$ cat src/rtl/fg_trapezoid_gen.sv
// Trapezoid/pulse generator with its own period counter, saturating rise/fall slopes,
// settings double-buffered at period boundaries, and a clamped signed output stage.
module fg_trapezoid_gen #(
  parameter int unsigned COUNTER_BITWIDTH  = 32,
  parameter int unsigned WAVEFORM_BITWIDTH = 16
) (
  input  logic                              clk_i,
  input  logic                              rstn_i,
  input  logic                              clk_en_i,
  input  logic                              enable_i,
  input  logic [COUNTER_BITWIDTH-1:0]       period_i,
  input  logic [COUNTER_BITWIDTH-1:0]       on_time_i,
  input  logic [WAVEFORM_BITWIDTH-1:0]      k_rise_i,
  input  logic [WAVEFORM_BITWIDTH-1:0]      k_fall_i,
  input  logic [WAVEFORM_BITWIDTH-1:0]      amplitude_i,
  input  logic signed [WAVEFORM_BITWIDTH:0] offset_i,
  input  logic                              invert_i,
  output logic signed [WAVEFORM_BITWIDTH:0] out_o,
  output logic                              period_start_o,
  output logic [2:0]                        state_o
);
  localparam int unsigned W  = WAVEFORM_BITWIDTH;
  localparam int unsigned CW = COUNTER_BITWIDTH;

  typedef enum logic [2:0] {
    StIdle = 3'd0,
    StRise = 3'd1,
    StOn   = 3'd2,
    StFall = 3'd3,
    StLow  = 3'd4
  } state_e;

  state_e            state_q, state_d, start_state;
  logic [CW-1:0]     cnt_q, cnt_d;
  logic [W-1:0]      val_q, val_d;
  logic              ps_q, ps_d;
  logic signed [W:0] out_q, out_d;

  // Shadow copies of the settings, only updated on a period-start tick
  logic [CW-1:0]     period_q, on_time_q;
  logic [W-1:0]      k_rise_q, k_fall_q, amp_q;
  logic signed [W:0] offset_q;
  logic              invert_q;
  logic              load;

  logic [W:0]          rise_sum;
  logic signed [W:0]   fall_diff;
  logic [W-1:0]        rise_val, fall_val, level_val;
  logic                period_end, on_end;
  logic signed [W+1:0] val_ext, sum;

  // Slopes are evaluated one bit wider so neither direction can wrap
  always_comb begin
    rise_sum  = {1'b0, val_q} + {1'b0, k_rise_q};
    fall_diff = $signed({1'b0, val_q}) - $signed({1'b0, k_fall_q});
    rise_val  = (k_rise_q == '0 || rise_sum >= {1'b0, amp_q}) ? amp_q : rise_sum[W-1:0];
    fall_val  = (k_fall_q == '0 || fall_diff[W] || fall_diff == '0) ? '0 : fall_diff[W-1:0];
  end

  always_comb begin
    val_ext = {2'b00, val_q};
    sum     = {offset_q[W], offset_q} + (invert_q ? -val_ext : val_ext);
    case (sum[W+1:W])
      2'b01:   out_d = {1'b0, {W{1'b1}}};
      2'b10:   out_d = {1'b1, {W{1'b0}}};
      default: out_d = sum[W:0];
    endcase
  end

  always_comb begin
    state_d     = state_q;
    cnt_d       = cnt_q;
    val_d       = val_q;
    ps_d        = 1'b0;
    load        = 1'b0;
    start_state = (on_time_i == '0) ? StLow : StRise;
    period_end  = (cnt_q == period_q - 1'b1);
    on_end      = (cnt_q == on_time_q - 1'b1);

    case (state_q)
      StRise:  level_val = rise_val;
      StOn:    level_val = amp_q;
      StFall:  level_val = fall_val;
      default: level_val = '0;
    endcase

    if (!enable_i || !(state_q inside {StIdle, StRise, StOn, StFall, StLow})) begin
      state_d = StIdle;
      cnt_d   = '0;
      val_d   = '0;
    end else if (state_q == StIdle) begin
      cnt_d = '0;
      val_d = '0;
      if (period_i != '0) begin
        load    = 1'b1;
        ps_d    = 1'b1;
        state_d = start_state;
      end
    end else begin
      val_d = level_val;
      if (period_end) begin
        cnt_d = '0;
        // A zero period reloaded at a boundary disables the generator
        if (period_i == '0) begin
          state_d = StIdle;
          val_d   = '0;
        end else begin
          load    = 1'b1;
          ps_d    = 1'b1;
          state_d = start_state;
        end
      end else begin
        cnt_d = cnt_q + 1'b1;
        case (state_q)
          StRise: begin
            if (on_end) state_d = StFall;
            else if (val_d == amp_q) state_d = StOn;
          end
          StOn: begin
            if (on_end) state_d = StFall;
          end
          StFall: begin
            if (val_d == '0) state_d = StLow;
          end
          default: ;
        endcase
      end
    end
  end

  always_ff @(posedge clk_i or negedge rstn_i) begin
    if (!rstn_i) begin
      state_q   <= StIdle;
      cnt_q     <= '0;
      val_q     <= '0;
      ps_q      <= 1'b0;
      out_q     <= '0;
      period_q  <= '0;
      on_time_q <= '0;
      k_rise_q  <= '0;
      k_fall_q  <= '0;
      amp_q     <= '0;
      offset_q  <= '0;
      invert_q  <= 1'b0;
    end else if (clk_en_i) begin
      state_q <= state_d;
      cnt_q   <= cnt_d;
      val_q   <= val_d;
      ps_q    <= ps_d;
      out_q   <= out_d;
      if (load) begin
        period_q  <= period_i;
        on_time_q <= on_time_i;
        k_rise_q  <= k_rise_i;
        k_fall_q  <= k_fall_i;
        amp_q     <= amplitude_i;
        offset_q  <= offset_i;
        invert_q  <= invert_i;
      end
    end
  end

  assign out_o          = out_q;
  assign period_start_o = ps_q;
  assign state_o        = state_q;

endmodule

$ cat config.mk
export PLATFORM = sky130hd
export DESIGN_NAME = fg_trapezoid_gen
export DESIGN_NICKNAME = d
export VERILOG_FILES = /design/src/rtl/fg_trapezoid_gen.sv
export SDC_FILE = /design/constraint.sdc
export NUM_CORES = 1
export LEC_CHECK = 0
export CORE_MARGIN = 1.5
export CORE_UTILIZATION = 50
export CTS_CLUSTER_DIAMETER = 40
export CTS_CLUSTER_SIZE = 25
export DETAILED_ROUTE_END_ITERATION = 12
export PLACE_DENSITY = 0.69
export SYNTH_ARGS = -nofsm -noshare
export SYNTH_HDL_FRONTEND = slang
export SYNTH_SLANG_ARGS = --single-unit
$ cat constraint.sdc
create_clock -name clk_i -period 13.6 [get_ports clk_i]
set_input_delay 2.72 -clock clk_i [delete_from_list [all_inputs] [get_ports clk_i]]
set_output_delay 2.72 -clock clk_i [all_outputs]
set_load 0.02 [all_outputs]
==> results of run 1 <==
## routing by layer
layer / vias to the layer above / part of all wire (%) / GRT usage, % / wire length (um)
met1: 6469 / 43 / 39.06 / 19720
li1: 6192 / - / - / -
met4: 0 / 3.8 / 12.10 / 1749
met3: 85 / 4.7 / 4.605 / 2174
met5: - / 0 / 0 / 0
met2: 402 / 49 / 53.50 / 22590
## cells by family (layout without fill, tap and decap cells)
group / Yosys count / after routing / share of synthesized area (%)
DFF: 199 / 199 / 34.18
muxes: 104 / 104 / 7.927
and+or+nand+nor: 515 / 515 / 18.37
xor gates and xnor gates: 154 / 154 / 9.258
adders and majority gates: 74 / 74 / 6.510
AOI/OAI and AO/OA: 428 / 428 / 19.26
buffers and inverters: 163 / 266 / 4.492
## worst max-delay path: stages, from the launching register on
cell,delay [ns]
dfrtp_1,0.48
inv_1,0.18
fa_1,0.48
nand2b_1,0.20
a21bo_2,0.22
a211oi_2,0.33
o21ai_0,0.12
a311oi_1,0.49
inv_1,0.09
ha_1,0.30
a21o_1,0.15
a2111oi_0,0.45
o311a_1,0.35
nand3_1,0.22
a21o_1,0.45
a221oi_1,0.44
xnor2_1,0.11
a2111oi_0,0.64
nand4_1,0.21
and3_1,0.23
a2111oi_2,0.32
## registers in the layout, summed over array words and instances (netlist names), 3 cells and up
| register | flops |
|---|---|
| offset_q | 17 |
| state_o | 3 |
| amp_q | 16 |
| period_q | 32 |
| k_fall_q | 16 |
| cnt_q | 32 |
| val_q | 16 |
| on_time_q | 32 |
| k_rise_q | 16 |
| out_o | 17 |
## area by class of cell
| class | count | share of cell area, % |
|---|---|---|
| multi-input cells | 1275 | 52.99 |
| inverters | 72 | 1.601 |
| clock buffers | 20 | 2.646 |
| clock inverters | 12 | 0.8302 |
| repair buffers | 162 | 9.584 |
| well taps | 384 | 2.846 |
| flip-flops and latches | 199 | 29.50 |
## Yosys cell counts, types with 12 or more instances
master     number
o31ai_1        19
nor4_1         55
buf_2          19
dfrtp_1       199
and3_1         27
xnor2_1        96
o2bb2ai_1      28
ha_1           71
o21ai_0       120
nor3_1         36
clkbuf_1       67
nand4_1        27
nor2_1        104
a211oi_1       14
inv_1          71
a21oi_1        99
mux2i_1        13
mux2_2         72
or3_1          13
nand2_1       125
a21o_1         26
nand2b_1       12
nor3b_1        14
mux2_1         19
nand3_1        46
xor2_1         58
## worst max-delay path by stage
stage | startpoint | endpoint | slack [ns] | depth (start not counted)
2_1_floorplan | val_q[0] | state_o[1] | 8.33 | 23
3_3_place_gp | val_q[1] | state_o[1] | 7.28 | 20
3_5_place_dp | val_q[1] | state_o[1] | 7.16 | 20
4_1_cts | val_q[1] | state_o[1] | 7.12 | 20
5_1_grt | val_q[1] | state_o[1] | 6.48 | 20
6_report | val_q[1] | state_o[1] | 7.03 | 20
## per-stage QoR
stage          instance area [um^2]  util, %  instances  hold slack (ns)  setup WS, ns
2_1_floorplan                 14570        -       1637           0.4649         8.333
3_3_place_gp                  16290    56.77       2092           0.4651         7.285
3_5_place_dp                  16290    56.77       2092           0.4724         7.155
4_1_cts                       16880    58.81       2124           0.5007         7.118
5_1_grt                       16880    58.81       2124           0.5135         6.479
6_report                      16880    58.81       2124           0.4970         7.027
==> summary.md, run 1 <==
| Metric | Value |
|---|---|
| Status | complete, no violations |
| CTS Buf Count | 17 |
| Post-synth EDFFs | 0 |
| Dpl hpwl | ~36 mm |
| HP Class | reg2reg |
| Final period util | between 40% and 50% |
| Final slew viol count | 0 |
| Crit Path Class | reg2reg |
| Yosys top cell area share | between 30% and 40% |
| Hold Vio Cnt, Final | 0 |
| Post-Route WL | roughly 46 mm |
| Synth unique cells | between 80 and 90 |
| FF-to-FF End | state_o[1] |
| Ys async rst share | between 90% and 100% |
| Reg2reg start | val_q[1] |
| Area occupied by multi-input gates | roughly 0.0089 mm^2 |
| Post-synth net total | roughly 1800 |
| DR vias | around 13000 |
| Syn_area_per_cell | between 8 and 9 um^2 |
| Final ANT Viol Nets | 0 |
| Die Width | roughly 170 um |
| Number of global-route vias before repair | between 10000 and 15000 |
| Top-Level Pins | roughly 160 |
| Area leader, netlist | dfrtp_1 |
| Tot GR Track Use | 30.99% |
| Die area | 0.03017 mm^2 |
| First-pass GRT wire length | approximately 72 mm |
| Ranking of synthesized cells by area | dfrtp_1 34%, ha_1 6.1%, xnor2_1 5.8% |
| Drt pass-1 iters | 5 |
| Core Area | roughly 0.029 mm^2 |
| Commonest cells after routing, fill and taps aside | 199 x dfrtp_1, 153 x clkdlybuf4s50_1, 125 x nand2_1 |
| Synth Cell Area | around 0.015 mm^2 |
| Post-CTS Setup Inserts | 0 |
| Hold path start | period_start_o |
| Initial antenna violation count | 0 |
| Root buffer cell | clkbuf_16 |
| Resized Gates After CTS | 0 |
| Synthesis-to-finish area growth | 15.86% |
| Synth Register Bits | roughly 200 |
| Post-DR vias/cell | around 6.2 |
| Crit start category | flop |
| Die height | 173.7 um |
| Hold Path Depth | 1 |
| Worst Path Required | 13.94 ns |
| Ys flop type | dfrtp_1 |
| RSZ-0062 raised after global routing | no |
| Tightest Pin Transition | 1.276 ns |
| Setup violators final | 0 |
| Post-synthesis sequential area ratio | between 30% and 40% |
| CTS tree | done |
| Final Critical Period | ~6.6 ns |
| # port buffers | around 150 |
| DRC | 0 |
| Max_cap viols | 0 |
| Largest net degree at the start of global routing | between 150 and 200 |
| H-tree Lvls | 4 |
| R2R cell count | 20 |
| Hold EP | period_start_o |
| Arrival @ worst endpoint | between 6 and 7 ns |
| Synth Warn # | 0 |
| Clock Sinks | between 150 and 200 |
| Clock Latency Late Sink | between 0.4 and 0.5 ns |
| Crit path max fanout | 17 |
| Std cell rows | 62 |
| Routability congestion estimate | between 0.9 and 1 |
| Starting density of the core | 50.76% |
| Overflow after GRT | 0 |
| Register area | approximately 0.0050 mm^2 |
| ANT cells | 0 |
| CTS clk-pin slew, worst paths | 0.07 ns |
| Slew Limit Headroom | between 10% and 20% |
| Synth Instances | about 1600 |
| Clk_skew | between 0.009 and 0.01 ns |
| Initial DRC count | 982 |
| R2r setup slk | ~7 ns |
| Fraction of layout cells with a size suffix above 1 | about 7.8% |
| Crit path capture type | flop |
| WL/cell | 21.77 um |
| Setup tns final | 0 ns |
| Fmax | 152.1 MHz |
| Cts hold-fix bufs | 0 |
| # fillers | about 2500 |
| Commonest non-fill, non-tap cell in the layout | dfrtp_1 |
| Layout net count | 1935 |
| CTS Buffer Depth | 2 |
Power of run 1 is left out: the tool's default activity adds up to more than one toggle a clock period on the data nets, which glitch-free logic cannot reach.
==> run 2, diff against run 1 <==
- PLACE_DENSITY: 0.69 -> 0.72
- clock period: 13.6 -> 5.6 ns (I/O delays scaled with it)
==> run 2 against run 1 <==
  * Clock skew rose by 0.0027 ns
  * Worst setup slack worse by 6.7 ns
  * Global-route usage down 1.0 points
  * Utilization increased by 1.7 points
  * Largest cell class unchanged
  * Clock-buffer cell count shrank 1
  * Sequential share of layout area down 0.84 points
==> summary.md, run 2 (synthesis gave the netlist of run 1 again) <==
| Metric | Value |
|---|---|
| Largest net degree at the start of global routing | 96 |
| DRC | 0 |
| Starting density of the core | around 51% |
| Overflow after GRT | 0 |
| Fraction of layout cells with a size suffix above 1 | 11.48% |
| Crit path max fanout | 4 |
| WL/cell | ~21 um |
| ANT cells | 0 |
| Commonest cells after routing, fill and taps aside | 198 x dfrtp_1, 153 x clkdlybuf4s50_1, 125 x nand2_1 |
| Final ANT Viol Nets | 0 |
| Arrival @ worst endpoint | 5.66 ns |
| Final period util | ~95% |
| Cts hold-fix bufs | 0 |
| Slew Limit Headroom | 35.18% |
| Clk_skew | between 0.01 and 0.015 ns |
| Die Width | roughly 170 um |
| Biggest regs | cnt_q x32, on_time_q x32, period_q x32 |
| Crit Path Class | reg2reg |
| DR vias | 13280 |
| Setup tns final | 0 ns |
| Synthesis-to-finish area growth | 19.31% |
| CTS Buf Count | 17 |
| Dpl hpwl | 34.72 mm |
| Post-DR vias/cell | about 6.1 |
| Fmax | between 150 and 200 MHz |
| First-pass GRT wire length | approximately 70 mm |
| Worst Path Required | between 5 and 6 ns |
| Layout net count | 1980 |
| Die height | 173.7 um |
| Clock Sinks | about 200 |
| Hold Vio Cnt, Final | 0 |
| Commonest non-fill, non-tap cell in the layout | dfrtp_1 |
| Number of global-route vias before repair | 12890 |
| Setup violators final | 0 |
| Tightest Pin Transition | between 0.9 and 1 ns |
| Drt pass-1 iters | 5 |
| Post-Route WL | around 45 mm |
| Top-Level Pins | around 160 |
| Root buffer cell | clkbuf_16 |
| Final slew viol count | 0 |
| CTS Buffer Depth | 2 |
| Final Critical Period | approximately 5.3 ns |
| Die area | between 0.03 and 0.04 mm^2 |
| Initial antenna violation count | 1 |
| Std cell rows | 62 |
| Util after Layout | 60.56% |
| Initial DRC count | 1012 |
| H-tree Lvls | 4 |
| Status | complete, no violations |
| Hold slack | 0.4960 ns |
| Tot GR Track Use | between 20 and 30% |
| Crit path capture type | flop |
| CTS tree | done |
| CTS clk-pin slew, worst paths | about 0.08 ns |
| # port buffers | between 150 and 200 |
| Routability congestion estimate | slightly below 1 |
| Clock Latency Late Sink | 0.46 ns |
| Crit start category | flop |
| Max_cap viols | 0 |
| HP Class | reg2reg |
| Core Area | around 0.029 mm^2 |
run 2: cell count changes in the layout (fill, tap and decap cells not counted), moves of 4 or more:
cell,previous run,this run
ha_4,0,5
buf_4,7,51
ha_1,71,64
a2111oi_0,9,5
run 2: layout make-up:
cell class | count | area (um^2)
Fill cell | 2474 | 11320
Multi-Input combinational cell | 1275 | 9105
Sequential cell | 199 | 4981
Timing Repair Buffer | 207 | 1968
Tap cell | 384 | 480.5
Clock buffer | 19 | 442.9
Inverter | 72 | 270.3
Clock inverter | 13 | 133.9
run 2: per-stage QoR:
| step | std cells | cell area (um^2) | worst slack, ns |
|---|---|---|---|
| 6_report | 2169 | 17380 | 0.2826 |
| 5_1_grt | 2169 | 17380 | -0.001307 |
| 4_1_cts | 2166 | 17200 | 0.0007234 |
| 3_5_place_dp | 2134 | 16620 | 0.0002678 |
| 3_3_place_gp | 2134 | 16620 | 0.1671 |
| 2_1_floorplan | 1637 | 14570 | 0.3329 |
run 2: worst paths after layout:
check	from	end	slack, ns	depth (start not counted)
min in group asynchronous	rstn_i	out_o[3]	0.67	1
max	val_q[0]	state_o[1]	0.28	24
max in group asynchronous	rstn_i	val_q[8]	3.86	2
min	period_start_o	period_start_o	0.50	1
max reg2reg	val_q[0]	state_o[1]	0.28	24
min reg2reg	period_start_o	period_start_o	0.50	1
run 2: worst max-delay path, cell delays in order, from the launching register on:
cell       delay (ns)
dfrtp_1          0.40
ha_4             0.17
inv_1            0.05
fa_2             0.35
nand2b_4         0.16
a21bo_2          0.22
a211oi_2         0.21
o21ai_0          0.11
a311oi_1         0.38
inv_1            0.08
ha_1             0.31
nand3_2          0.12
nor3_4           0.23
nand3_1          0.10
o311a_1          0.33
buf_4            0.16
nand2_1          0.08
o32ai_1          0.11
a22oi_1          0.26
o211ai_1         0.15
a2111oi_2        0.37
buf_4            0.17
nand4_1          0.12
and3_4           0.21
a2111oi_2        0.34
run 2: routing by layer:
layer  share of wire [%]  wire length [um]  global-route usage, %  up-vias
li1                    -                 -                      -     6286
met1                  43             19490                  38.72     6463
met2                  49             22230                  51.20      449
met4                 3.2              1431                  10.81        2
met5               0.027                12                      0        -
met3                 4.4              2010                  4.232       81
run 2: timing repair:
item	CTS	global route
pin swaps	0	7
setup buffers	0	3
setup endpoints to repair	1	3
hold endpoints to repair	0	0
resized for setup	1	36
Power of run 2 is left out for the same reason.
==> run 3, diff against run 2 <==
- CAP_MARGIN: not set -> 20
- CORE_ASPECT_RATIO: not set -> 0.5
- TNS_END_PERCENT: not set -> 1
==> run 3 against run 2 <==
  * Critical path depth did not move
  * Utilization rose by 1.7 points
  * Via count rose by 0.66%
  * Clock skew rose by 0.0017 ns
  * First-iteration DRC count rose by 5.1%
==> summary.md, run 3 (synthesis gave the netlist of run 1 again) <==
| Metric | Value |
|---|---|
| Initial DRC count | roughly 1100 |
| ANT cells | 0 |
| Crit path capture type | flop |
| Delay-heaviest family, CP | compound AO/OA/AOI/OAI gates |
| Slew Limit Headroom | about two fifths |
| Hold path start | offset_q[13] |
| Crit path from | val_q[8] |
| Tightest Pin Transition | 0.9103 ns |
| Routability congestion estimate | roughly 0.96 |
| Crit-path cells | ha_1 > nand2_1 > nor4_1 > o21ai_2 > a31o_2 > a21oi_1 > xnor2_1 > inv_1 > ha_1 > nand3_2 > nor3_2 > nand3_1 > o311a_1 > buf_4 > and4_2 > buf_4 > o2bb2ai_1 > buf_4 > nand2_1 > o21ai_0 > a2111oi_1 > nand4_1 > and3_4 > a2111oi_4 |
| # fillers | around 2400 |
| WL/cell | between 20 and 25 um |
| Worst path bufs/invs | 4 |
| DR vias | between 10000 and 15000 |
| Critical path's largest stage delay | 0.41 ns |
| CTS Buffer Depth | 2 |
| Die height | 123.7 um |
| Fmax | approximately 190 MHz |
| Cts hold-fix bufs | 0 |
| CTS Buf Count | 17 |
| Post-Route WL | roughly 46 mm |
| Final ANT Viol Nets | 0 |
| Die area | 0.03023 mm^2 |
| DRC | 0 |
| CP most frequent cell | buf_4 |
| H-tree Lvls | 4 |
| HP Class | reg2reg |
| Core Area | 0.02819 mm^2 |
| Dpl hpwl | roughly 35 mm |
| Worst Path Required | 5.97 ns |
| Overflow after GRT | 0 |
| Commonest non-fill, non-tap cell in the layout | dfrtp_1 |
| Drt pass-1 iters | 6 |
| Max_cap viols | 0 |
| Setup tns final | 0 ns |
| Arrival @ worst endpoint | roughly 5.8 ns |
| Post-DR vias/cell | around 6 |
| Fraction of layout cells with a size suffix above 1 | about 12% |
| Hold Vio Cnt, Final | 0 |
| Initial antenna violation count | 0 |
| Crit Path Class | reg2reg |
| Biggest regs | cnt_q x32, on_time_q x32, period_q x32 |
| Final period util | a little under 100% |
| Clock Sinks | 199 |
| Root buffer cell | clkbuf_16 |
| Setup violators final | 0 |
| Final slew viol count | 0 |
| Largest net degree at the start of global routing | around 110 |
| Final Critical Period | 5.396 ns |
| Clock Latency Late Sink | roughly 0.47 ns |
| Commonest cells after routing, fill and taps aside | 199 x dfrtp_1, 153 x clkdlybuf4s50_1, 124 x nand2_1 |
| # port buffers | 154 |
| Die Width | 244.4 um |
| Crit start category | flop |
| Status | complete, no violations |
| Top-Level Pins | roughly 160 |
| Layout net count | 2003 |
| Starting density of the core | roughly 52% |
| Critical-path top delay cell | dfrtp_1 |
| Std cell rows | 43 |
| Tot GR Track Use | between 30% and 40% |
| First-pass GRT wire length | between 70 and 80 mm |
| Number of global-route vias before repair | ~13000 |
| Synthesis-to-finish area growth | 20.48% |
| Crit path max fanout | 5 |
| CTS clk-pin slew, worst paths | 0.08 ns |
| Clk_skew | around 0.014 ns |
| CTS tree | done |
| Reg2reg start | val_q[8] |
## run 3: cell types whose count changed in the layout (fill, tap and decap cells not counted), sizes merged
cell	delta
buf	+23
bufinv	+1
clkbuf	-1
clkinv	+4
clkinvlp	-4
inv	-2
## run 3: layout make-up
type | count | area [um^2] | area share, %
multi-input cells | 1275 | 9067 | 51.66
flip-flops and latches | 199 | 4980 | 28.37
well taps | 382 | 478.0 | 2.723
clock buffers | 18 | 439.2 | 2.502
inverters | 72 | 270.3 | 1.540
repair buffers | 230 | 2153 | 12.27
clock inverters | 12 | 165.2 | 0.9409
## run 3: per-stage QoR
stage	area (um^2)	hold WS (ns)	setup slack (ns)	util [%]	std cells
2_1_floorplan	14570	0.4649	0.3329	-	1637
3_5_place_dp	16810	0.4883	-0.02268	59.62	2157
6_report	17550	0.5024	0.2039	62.26	2188
4_1_cts	17420	0.5053	0.01251	61.77	2187
5_1_grt	17550	0.5278	-0.02477	62.26	2188
3_3_place_gp	16810	0.4812	0.1618	59.62	2157
## run 3: layer usage
| metal | vias to the layer above | routed length, um | track usage [%] |
|---|---|---|---|
| met5 | - | 0 | 0 |
| met4 | 0 | 805 | 7.677 |
| met3 | 76 | 2015 | 4.374 |
| met2 | 356 | 22210 | 53.53 |
| met1 | 6598 | 20860 | 40.64 |
| li1 | 6338 | - | - |
## run 3: what timing repair did
action / CTS / global route
gates resized for setup: 2 / 28
pin swaps: 0 / 13
setup buffers: 0 / 1
setup endpoints to repair: 1 / 17
## run 3: final timing paths
path / slack [ns] / depth (start not counted) / endpoint
max: 0.20 / 24 / state_o[1]
min: 0.50 / 1 / offset_q[13]
max reg2reg: 0.20 / 24 / state_o[1]
min reg2reg: 0.50 / 1 / offset_q[13]
max in group asynchronous: 3.80 / 2 / cnt_q[23]
min in group asynchronous: 0.75 / 1 / k_rise_q[3]
Power of run 3 is left out for the same reason.
